File: src/rtl/dacspi_pkg.sv
// Shared types and width helpers for the multi-channel SPI DAC writer.
package dacspi_pkg;

    typedef enum logic [2:0] {
        IDLE  = 3'd0,
        LEAD  = 3'd1,
        SHIFT = 3'd2,
        TRAIL = 3'd3,
        GAP   = 3'd4,
        LDAC  = 3'd5
    } state_t;

    // Width of the channel index; a single DAC still gets a 1-bit index.
    function automatic int ch_w(input int n);
        return (n > 1) ? $clog2(n) : 1;
    endfunction

    function automatic int bit_cnt_w(input int data_w);
        return $clog2(data_w + 1);
    endfunction

endpackage

File: src/rtl/dacspi_mc_if.sv
// Write-side handshake bundle for dacspi_mc: {chan, data} words with valid/ready.
interface dacspi_mc_if #(
    parameter int DATA_W = 16,
    parameter int CH_W   = 1
) ();
    logic [DATA_W-1:0] wr_data;
    logic [CH_W-1:0]   wr_chan;
    logic              wr;
    logic              wr_ready;

    modport master (output wr_data, output wr_chan, output wr, input wr_ready);
    modport slave  (input wr_data, input wr_chan, input wr, output wr_ready);
endinterface

File: src/rtl/dacspi_mc_tick.sv
// Phase timer: strobes on the last clk cycle of every CLK_DIV-cycle phase.
module dacspi_tick #(
    parameter int CLK_DIV = 1
) (
    input  logic clk,
    input  logic rst,
    input  logic restart,
    output logic strobe
);
    localparam int CNT_W = (CLK_DIV > 1) ? $clog2(CLK_DIV) : 1;

    logic [CNT_W-1:0] cnt_reg;

    assign strobe = (cnt_reg == CNT_W'(CLK_DIV - 1));

    always_ff @(posedge clk) begin
        if (rst || restart || strobe) begin
            cnt_reg <= '0;
        end else begin
            cnt_reg <= cnt_reg + 1'b1;
        end
    end
endmodule

File: src/rtl/dacspi_mc.sv
// Multi-channel SPI DAC writer with a one-word holding buffer (CPHA=0).
// Optional DACSPI_MC_LDAC_EN adds an spi_ldac_n strobe after each idle-bound frame.
module dacspi_mc
    import dacspi_pkg::*;
#(
    parameter int DATA_W   = 16,
    parameter int CHANNELS = 2,
    parameter int CLK_DIV  = 1,
    parameter bit CPOL     = 1'b0
) (
    input  logic                clk,
    input  logic                rst,
    dacspi_mc_if.slave          wr_bus,
    output logic                busy,
    output logic                done,
    output logic [CHANNELS-1:0] spi_cs_n,
    output logic                spi_sclk,
    output logic                spi_sdout
`ifdef DACSPI_MC_LDAC_EN
    ,
    output logic                spi_ldac_n
`endif
);
    localparam int CH_W = ch_w(CHANNELS);
    localparam int BC_W = bit_cnt_w(DATA_W);

    state_t              state_reg;
    logic                buf_full_reg;
    logic [CH_W-1:0]     buf_chan_reg;
    logic [DATA_W-1:0]   buf_data_reg;
    logic [DATA_W-1:0]   shift_reg;
    logic [BC_W-1:0]     bit_cnt_reg;
    logic                half_reg;
    logic [CHANNELS-1:0] cs_n_reg;
    logic                sclk_reg;
    logic                done_reg;
    logic [CHANNELS-1:0] cs_sel_n;
    logic                tick;
    logic                accept;
    logic                chan_ok;
    logic                load;
`ifdef DACSPI_MC_LDAC_EN
    logic                ldac_n_reg;
    assign spi_ldac_n = ldac_n_reg;
`endif

    assign wr_bus.wr_ready = !buf_full_reg;
    assign accept  = wr_bus.wr && !buf_full_reg;
    assign chan_ok = (32'(wr_bus.wr_chan) < CHANNELS);
    // The buffered word starts a frame from IDLE, or back-to-back at the end of GAP.
    assign load    = buf_full_reg && ((state_reg == IDLE) || (state_reg == GAP && tick));

    assign busy      = (state_reg != IDLE) || buf_full_reg;
    assign done      = done_reg;
    assign spi_cs_n  = cs_n_reg;
    assign spi_sclk  = sclk_reg;
    assign spi_sdout = shift_reg[DATA_W-1];

    for (genvar gi = 0; gi < CHANNELS; gi++) begin : g_cs
        assign cs_sel_n[gi] = (buf_chan_reg != CH_W'(gi));
    end

    dacspi_tick #(.CLK_DIV(CLK_DIV)) u_tick (
        .clk     (clk),
        .rst     (rst),
        .restart (state_reg == IDLE),
        .strobe  (tick)
    );

    always_ff @(posedge clk) begin
        if (rst) begin
            state_reg    <= IDLE;
            buf_full_reg <= 1'b0;
            buf_chan_reg <= '0;
            buf_data_reg <= '0;
            shift_reg    <= '0;
            bit_cnt_reg  <= '0;
            half_reg     <= 1'b0;
            cs_n_reg     <= '1;
            sclk_reg     <= CPOL;
            done_reg     <= 1'b0;
`ifdef DACSPI_MC_LDAC_EN
            ldac_n_reg   <= 1'b1;
`endif
        end else begin
            done_reg <= 1'b0;

            // Out-of-range channels complete the handshake but never load.
            if (accept && chan_ok) begin
                buf_full_reg <= 1'b1;
                buf_chan_reg <= wr_bus.wr_chan;
                buf_data_reg <= wr_bus.wr_data;
            end else if (load) begin
                buf_full_reg <= 1'b0;
            end

            if (load) begin
                state_reg <= LEAD;
                shift_reg <= buf_data_reg;
                cs_n_reg  <= cs_sel_n;
                sclk_reg  <= CPOL;
            end else begin
                case (state_reg)
                    LEAD: if (tick) begin
                        state_reg   <= SHIFT;
                        half_reg    <= 1'b0;
                        bit_cnt_reg <= '0;
                    end
                    SHIFT: if (tick) begin
                        if (!half_reg) begin
                            half_reg <= 1'b1;
                            sclk_reg <= ~CPOL;
                        end else begin
                            half_reg <= 1'b0;
                            sclk_reg <= CPOL;
                            // The LSB stays on SDOUT through TRAIL, so no shift after it.
                            if (bit_cnt_reg == BC_W'(DATA_W - 1)) begin
                                state_reg <= TRAIL;
                            end else begin
                                bit_cnt_reg <= bit_cnt_reg + 1'b1;
                                shift_reg   <= {shift_reg[DATA_W-2:0], 1'b0};
                            end
                        end
                    end
                    TRAIL: if (tick) begin
                        state_reg <= GAP;
                        cs_n_reg  <= '1;
                        shift_reg <= '0;
                        done_reg  <= 1'b1;
                    end
`ifdef DACSPI_MC_LDAC_EN
                    GAP: if (tick) begin
                        state_reg  <= LDAC;
                        ldac_n_reg <= 1'b0;
                        half_reg   <= 1'b0;
                    end
                    LDAC: if (tick) begin
                        if (!half_reg) begin
                            half_reg <= 1'b1;
                        end else begin
                            ldac_n_reg <= 1'b1;
                            state_reg  <= IDLE;
                        end
                    end
`else
                    GAP: if (tick) begin
                        state_reg <= IDLE;
                    end
`endif
                    default: ;
                endcase
            end
        end
    end
endmodule

File: src/flat_wrapper.sv
// flat-port wrapper written by rule: the top's interface ports become plain ports
module dacspi_mc_flat import dacspi_pkg::*;
#(
    parameter int DATA_W   = 16,
    parameter int CHANNELS = 2,
    parameter int CLK_DIV  = 1,
    parameter bit CPOL     = 1'b0
)
  (clk, rst, busy, done, spi_cs_n, spi_sclk, spi_sdout, wr_bus_wr_data, wr_bus_wr_chan, wr_bus_wr, wr_bus_wr_ready);
  dacspi_mc_if #(.DATA_W(DATA_W)) wr_bus_i ();
  input  logic clk;
  input  logic rst;
  output logic busy;
  output logic done;
  output logic [CHANNELS-1:0] spi_cs_n;
  output logic spi_sclk;
  output logic spi_sdout;
  input wire logic [$bits(wr_bus_i.wr_data)-1:0] wr_bus_wr_data;
  input wire logic [$bits(wr_bus_i.wr_chan)-1:0] wr_bus_wr_chan;
  input wire logic [$bits(wr_bus_i.wr)-1:0] wr_bus_wr;
  output wire logic [$bits(wr_bus_i.wr_ready)-1:0] wr_bus_wr_ready;
  assign wr_bus_i.wr_data = wr_bus_wr_data;
  assign wr_bus_i.wr_chan = wr_bus_wr_chan;
  assign wr_bus_i.wr = wr_bus_wr;
  assign wr_bus_wr_ready = wr_bus_i.wr_ready;
  dacspi_mc #(.DATA_W(DATA_W), .CHANNELS(CHANNELS), .CLK_DIV(CLK_DIV), .CPOL(CPOL)) u_core (.clk(clk), .rst(rst), .wr_bus(wr_bus_i), .busy(busy), .done(done), .spi_cs_n(spi_cs_n), .spi_sclk(spi_sclk), .spi_sdout(spi_sdout));
endmodule
File: config.mk
export PLATFORM = sky130hd
export DESIGN_NAME = dacspi_mc_flat
export DESIGN_NICKNAME = d
export VERILOG_FILES = /design/src/rtl/dacspi_pkg.sv /design/src/rtl/dacspi_mc_if.sv /design/src/rtl/dacspi_mc_tick.sv /design/src/rtl/dacspi_mc.sv /design/src/flat_wrapper.sv
export SDC_FILE = /design/constraint.sdc
export NUM_CORES = 1
export LEC_CHECK = 0
export BUFFER_PORTS_ARGS = -buffer_cell sky130_fd_sc_hd__clkbuf_2
export CAP_MARGIN = 20
export CORE_MARGIN = 2
export CORE_UTILIZATION = 60
export DETAILED_ROUTE_END_ITERATION = 6
export PLACE_DENSITY = 0.86
export SYNTH_ARGS = -nofsm -noshare
export SYNTH_HDL_FRONTEND = slang
export SYNTH_SLANG_ARGS = --single-unit
File: constraint.sdc
create_clock -name clk -period 5 [get_ports clk]
set_clock_uncertainty 0.1 [all_clocks]
set_input_delay 0.5 -clock clk [delete_from_list [all_inputs] [get_ports clk]]
set_output_delay 0.5 -clock clk [all_outputs]
set_load 0.01 [all_outputs]
# Word-level counts from Yosys, hierarchy flattened
# Index checks and enable logic that the tools add are counted.
# op_classes
n_mux	29
n_reduce_logical	25
n_eq_ne	20
n_addsub	2
bitwise	4
# op_table
operator	count
$mux 16	5
$pmux 16 s2	1
$mux 5	4
$mux 3	6
$ne 3x2->1 const B	5
$reduce_and 7->1	2
$pmux 3 s4	1
$ne 2x2->1 const B	5
$pmux 5 s2	1
$mux 1	7
$eq 3x2->1 const B	2
$mux 2	3
$ne 2x1->1 const B	3
$ne 3x1->1 const B	2
$reduce_and 6->1	1
$reduce_bool 2->1	3
$reduce_bool 3->1	2
$add 5x1->5 const B	1
$eq 5x4->1 const B	1
$reduce_and 5->1	1
$reduce_bool 5->1	1
$logic_or 1x1->1	4
$not 1->1	4
$reduce_and 2->1	2
other kinds (11)	13
# totals
wordCells	92
input_bits	20
out_inout_bits	7
register_bits	48

# Longest topological paths before layout
# logic_depth
ltp_word	6
ltp_mapped	8
mapped_depth_nobuf	7

# Hierarchy
# A second synthesis with hierarchy kept.
# unflattened
hier_cells	235
hier_area_um2	2024.4
# modules_own_cells
module	area_each_um2	cells_each	n_inst	seq_area_each_um2
dacspi_mc	1996.9	232	1	940.9
dacspi_tick	27.5	3	1	20.0

# Worst setup path before layout
# No wires, ideal clock.
# synth_path
path_kind	reg-to-reg
start	register u_core.bit_cnt_reg[0]
end	register u_core.bit_cnt_reg[4]
synth_period_minus_slack_ns	1.955
required_ns	4.830
arrival_ns	1.785
path_stages_with_launch	8
path_slack_ns	3.045
n_path_buf	0
setup_time_ns	0.070
path_cell_list	dfxtp_1 ha_1 and3_1 ha_1 and4bb_2 o21ai_1 or3_1 a21oi_1
# synth_between
elab_chain_len	5
elab_cells_between_ends	8
classes_between	add/sub (1); eq/ne (2); mux (4); reduce/logical (1)
# synth_rtl
item	line_no	text
from (decl)	dacspi_mc.sv:32	logic [BC_W-1:0] bit_cnt_reg;
from (signal assigned)	dacspi_mc.sv:120	bit_cnt_reg <= bit_cnt_reg + 1'b1;
$add 5x1->5	dacspi_mc.sv:120	
$mux 5	dacspi_mc.sv:117	if (bit_cnt_reg == BC_W'(DATA_W - 1)) begin
$mux 5	dacspi_mc.sv:110	if (!half_reg) begin
$mux 5	dacspi_mc.sv:109	SHIFT: if (tick) begin
$pmux 5 s2	dacspi_mc.sv:103	case (state_reg)
# Parallel ways exist; a longest one is shown, timed or not. The select of a mux whose other input is x is not followed.
# A chain may end at the register's enable or synchronous reset.

# Worst setup path in the final report
# layout_path
start	register u_core.bit_cnt_reg[0]
end	register u_core.shift_reg[13]
# layout_between
elab_chain_len	3
# layout_rtl
item	line_no	text
$eq 5x4->1	dacspi_mc.sv:117	
$ne 3x2->1 (no source line)	n/a	
$reduce_and 5->1 (no source line)	n/a	
to (signal assigned)	dacspi_mc.sv:99	shift_reg <= buf_data_reg;
to (signal assigned)	dacspi_mc.sv:121	shift_reg <= {shift_reg[DATA_W-2:0], 1'b0};
to (decl)	dacspi_mc.sv:31	logic [DATA_W-1:0] shift_reg;
# Every way passes these cells.

==> metrics <==
outcome complete, no violations; Gate power share 0.132; Root Buffer clkbuf_4; Core ar. 0.003103 mm^2; Netlist Area Pre-Place 0.002002 mm^2; Slew @ Worst Pin 0.8824 ns; DR top layer met4; min cycle time layout 2.334 ns; GRT overflow 0; Worst EP arrival 2.53 ns; Routed WL 3.715 mm; Reg power frac 0.598; Filler cells 275; mux share of post-synthesis cell area 0; sequential share of the synthesized area 0.4800; largest family of logic cells by synthesized area simple AND/OR/NAND/NOR gates; power consumption 0.0007161 W; Die Ht 61.76 um; met1 WL 1.761 mm; CP Launch Point u_core.bit_cnt_reg[0]$_SDFFE_PP0P_; Max Fclk 428.4 MHz; Cell Rows 20; FF+latch count, synth 48; nets 275; TritonCTS clock tree built; CP Data Required Time 5.19 ns; fin crit share 0.4669; met2 wire length 1.774 mm; H-tree depth 2; Post-Synthesis Cells 235; area of the multi-input gates 944.7 um^2; cts repair resizes 0; adder-cell area share of the yosys netlist 0.01250; Pwr Density 328.0 mW/mm^2; relative slew slack 0.4117; max cap viols 0; Warnings, synthesis 0; global-route wire length before repair 6.258 mm; share of cells above drive strength 1 0.1693; Reg clk slew, reported paths 0.15 ns; min-delay src wr_bus_wr_data[10]; Syn-to-layout area delta 9.062%; initial drt markers 50; Via-to-Cell Ratio 5.550; CTS Sinks 48; DR pass1 iterations 4; Critical Path Fanout Max 15; Syn Area/Cell 8.519 um^2; TNS Setup 0 ns; switching part of the total 0.2758; Total GRT Usage 0.2207; CTS max path bufs 2; ys flop type dfxtp_1; Avg WL per Cell 12.47 um; Sequential Area 960.9 um^2; worst flop-to-flop path startpoint u_core.bit_cnt_reg[0]$_SDFFE_PP0P_; endpoint class of the critical path register; Setup-failing EPs final 0; Syn Nets 257; Routed Antenna Nets 0; gpl congestion 0.8012; Psw 0.0001975 W; largest net degree at the start of global routing 47; Die Wd 61.76 um; Num CTS Buffers 5; # DRC 0; Final Hold Vio Count 0; Setup CP Type reg2reg; XOR/XNOR share of the synthesized area 0.01312; RSZ-0062 raised after global routing no; hpwl dp 2.465 mm; dpl ws 2.620 ns; post-route setup slack 2.666 ns; n_diodes 0; vias in the first global route 1499; static leakage power 0.8542 nW; most frequent cells in the layout dfxtp_1, nand2_1, clkbuf_2; Starting Density 0.6452; EDFF count, synth 0; clock power share 0.270; Via Count 1654; IO Pins 27; die area 0.003814 mm^2; cts hold-fix bufs 0; Worst VDD drop 0.0002212 V; most common cell after layout, fill and taps aside dfxtp_1; number of setup buffers added after CTS 0; ys async rst share 0; Synth Area in Simple Gates 0.2788; initial antenna violation count 0; internal power 0.0005186 W; CP Launch Type register; post-synthesis cell type count 39; Compound-Gate Fraction of Synth Area 0.1656; Hold/Removal Path Class in2reg; port bufs 26; Skew-Pair Late Insertion Delay 0.37 ns; max-slew violation count 0; met3 wire len 126 um
## worst paths after layout
check / cells after the start / slack [ns] / end
worst max-delay path: 7 / 2.67 / u_core.shift_reg[13]$_SDFFE_PP0P_
worst min-delay path: 3 / 0.23 / u_core.buf_data_reg[10]$_SDFFE_PP0P_
worst max register to register: 7 / 2.67 / u_core.shift_reg[13]$_SDFFE_PP0P_
worst min register to register: 2 / 0.37 / u_core.bit_cnt_reg[4]$_SDFFE_PP0P_
## logic make-up after synthesis
family,count (synthesis)
AO/OA/AOI/OAI,50
XOR/XNOR,3
adder cells (fa/ha/maj),2
buffers and inverters,20
flip-flops,48
other,1
AND/OR/NAND/NOR,111
## Yosys cell counts (all sizes together) (2+ instances only)
library cell | instances | area share
nand2b | 5 | 0.019
nor2 | 26 | 0.052
o21ai | 5 | 0.012
nor2b | 3 | 0.0094
o211ai | 2 | 0.0075
ha | 2 | 0.012
inv | 3 | 0.0056
or3 | 3 | 0.0094
nand2 | 42 | 0.079
a221oi | 15 | 0.066
clkbuf | 8 | 0.015
nand3 | 2 | 0.0050
and3 | 3 | 0.0094
nor3 | 17 | 0.042
dfxtp | 48 | 0.48
buf | 9 | 0.027
xor2 | 3 | 0.013
a21oi | 23 | 0.057
## metrics by stage
step,cell area (um^2),util,instances,hold WS [ns]
floorplan,2002,-,235,0.3319
global placement,2102,0.6774,288,0.3400
detailed placement,2102,0.6774,288,0.3478
CTS,2168,0.6988,296,0.2276
global route,2183,0.7036,298,0.2182
finish,2183,0.7036,298,0.2276
## metal layers
metal,up-vias,GRT usage
met5,-,0
met2,32,0.3624
met3,7,0.05176
met4,0,0.08815
met1,757,0.2819
li1,858,-
## power by group through the flow
| stage | logic [W] | clock network (W) | registers (W) |
|---|---|---|---|
| after floorplan | 0.0000762 | 0 | 0.000430 |
| after global placement | 0.0000925 | 0 | 0.000436 |
| after detailed placement | 0.0000947 | 0 | 0.000436 |
| after CTS | 0.0000948 | 0.000195 | 0.000428 |
| after global routing | 0.000110 | 0.000210 | 0.000432 |
| final | 0.0000944 | 0.000193 | 0.000429 |
## area by class of cell
class / instances / area share
inverter: 3 / 0.005158
clock inverter: 2 / 0.006877
clock buffer: 6 / 0.02350
tap: 44 / 0.02521
timing repair buffer: 28 / 0.06648
sequential: 48 / 0.4401
multi-input combinational: 167 / 0.4327
## worst max-delay path: stages, from the launching register on
cell	delay, ns
dfxtp_1	0.35
ha_1	0.22
and3_1	0.18
ha_1	0.21
nor2b_1	0.17
nor4b_4	0.63
a221oi_1	0.19
nor3_1	0.22
Note: power is estimated with default switching activity, not from simulation.
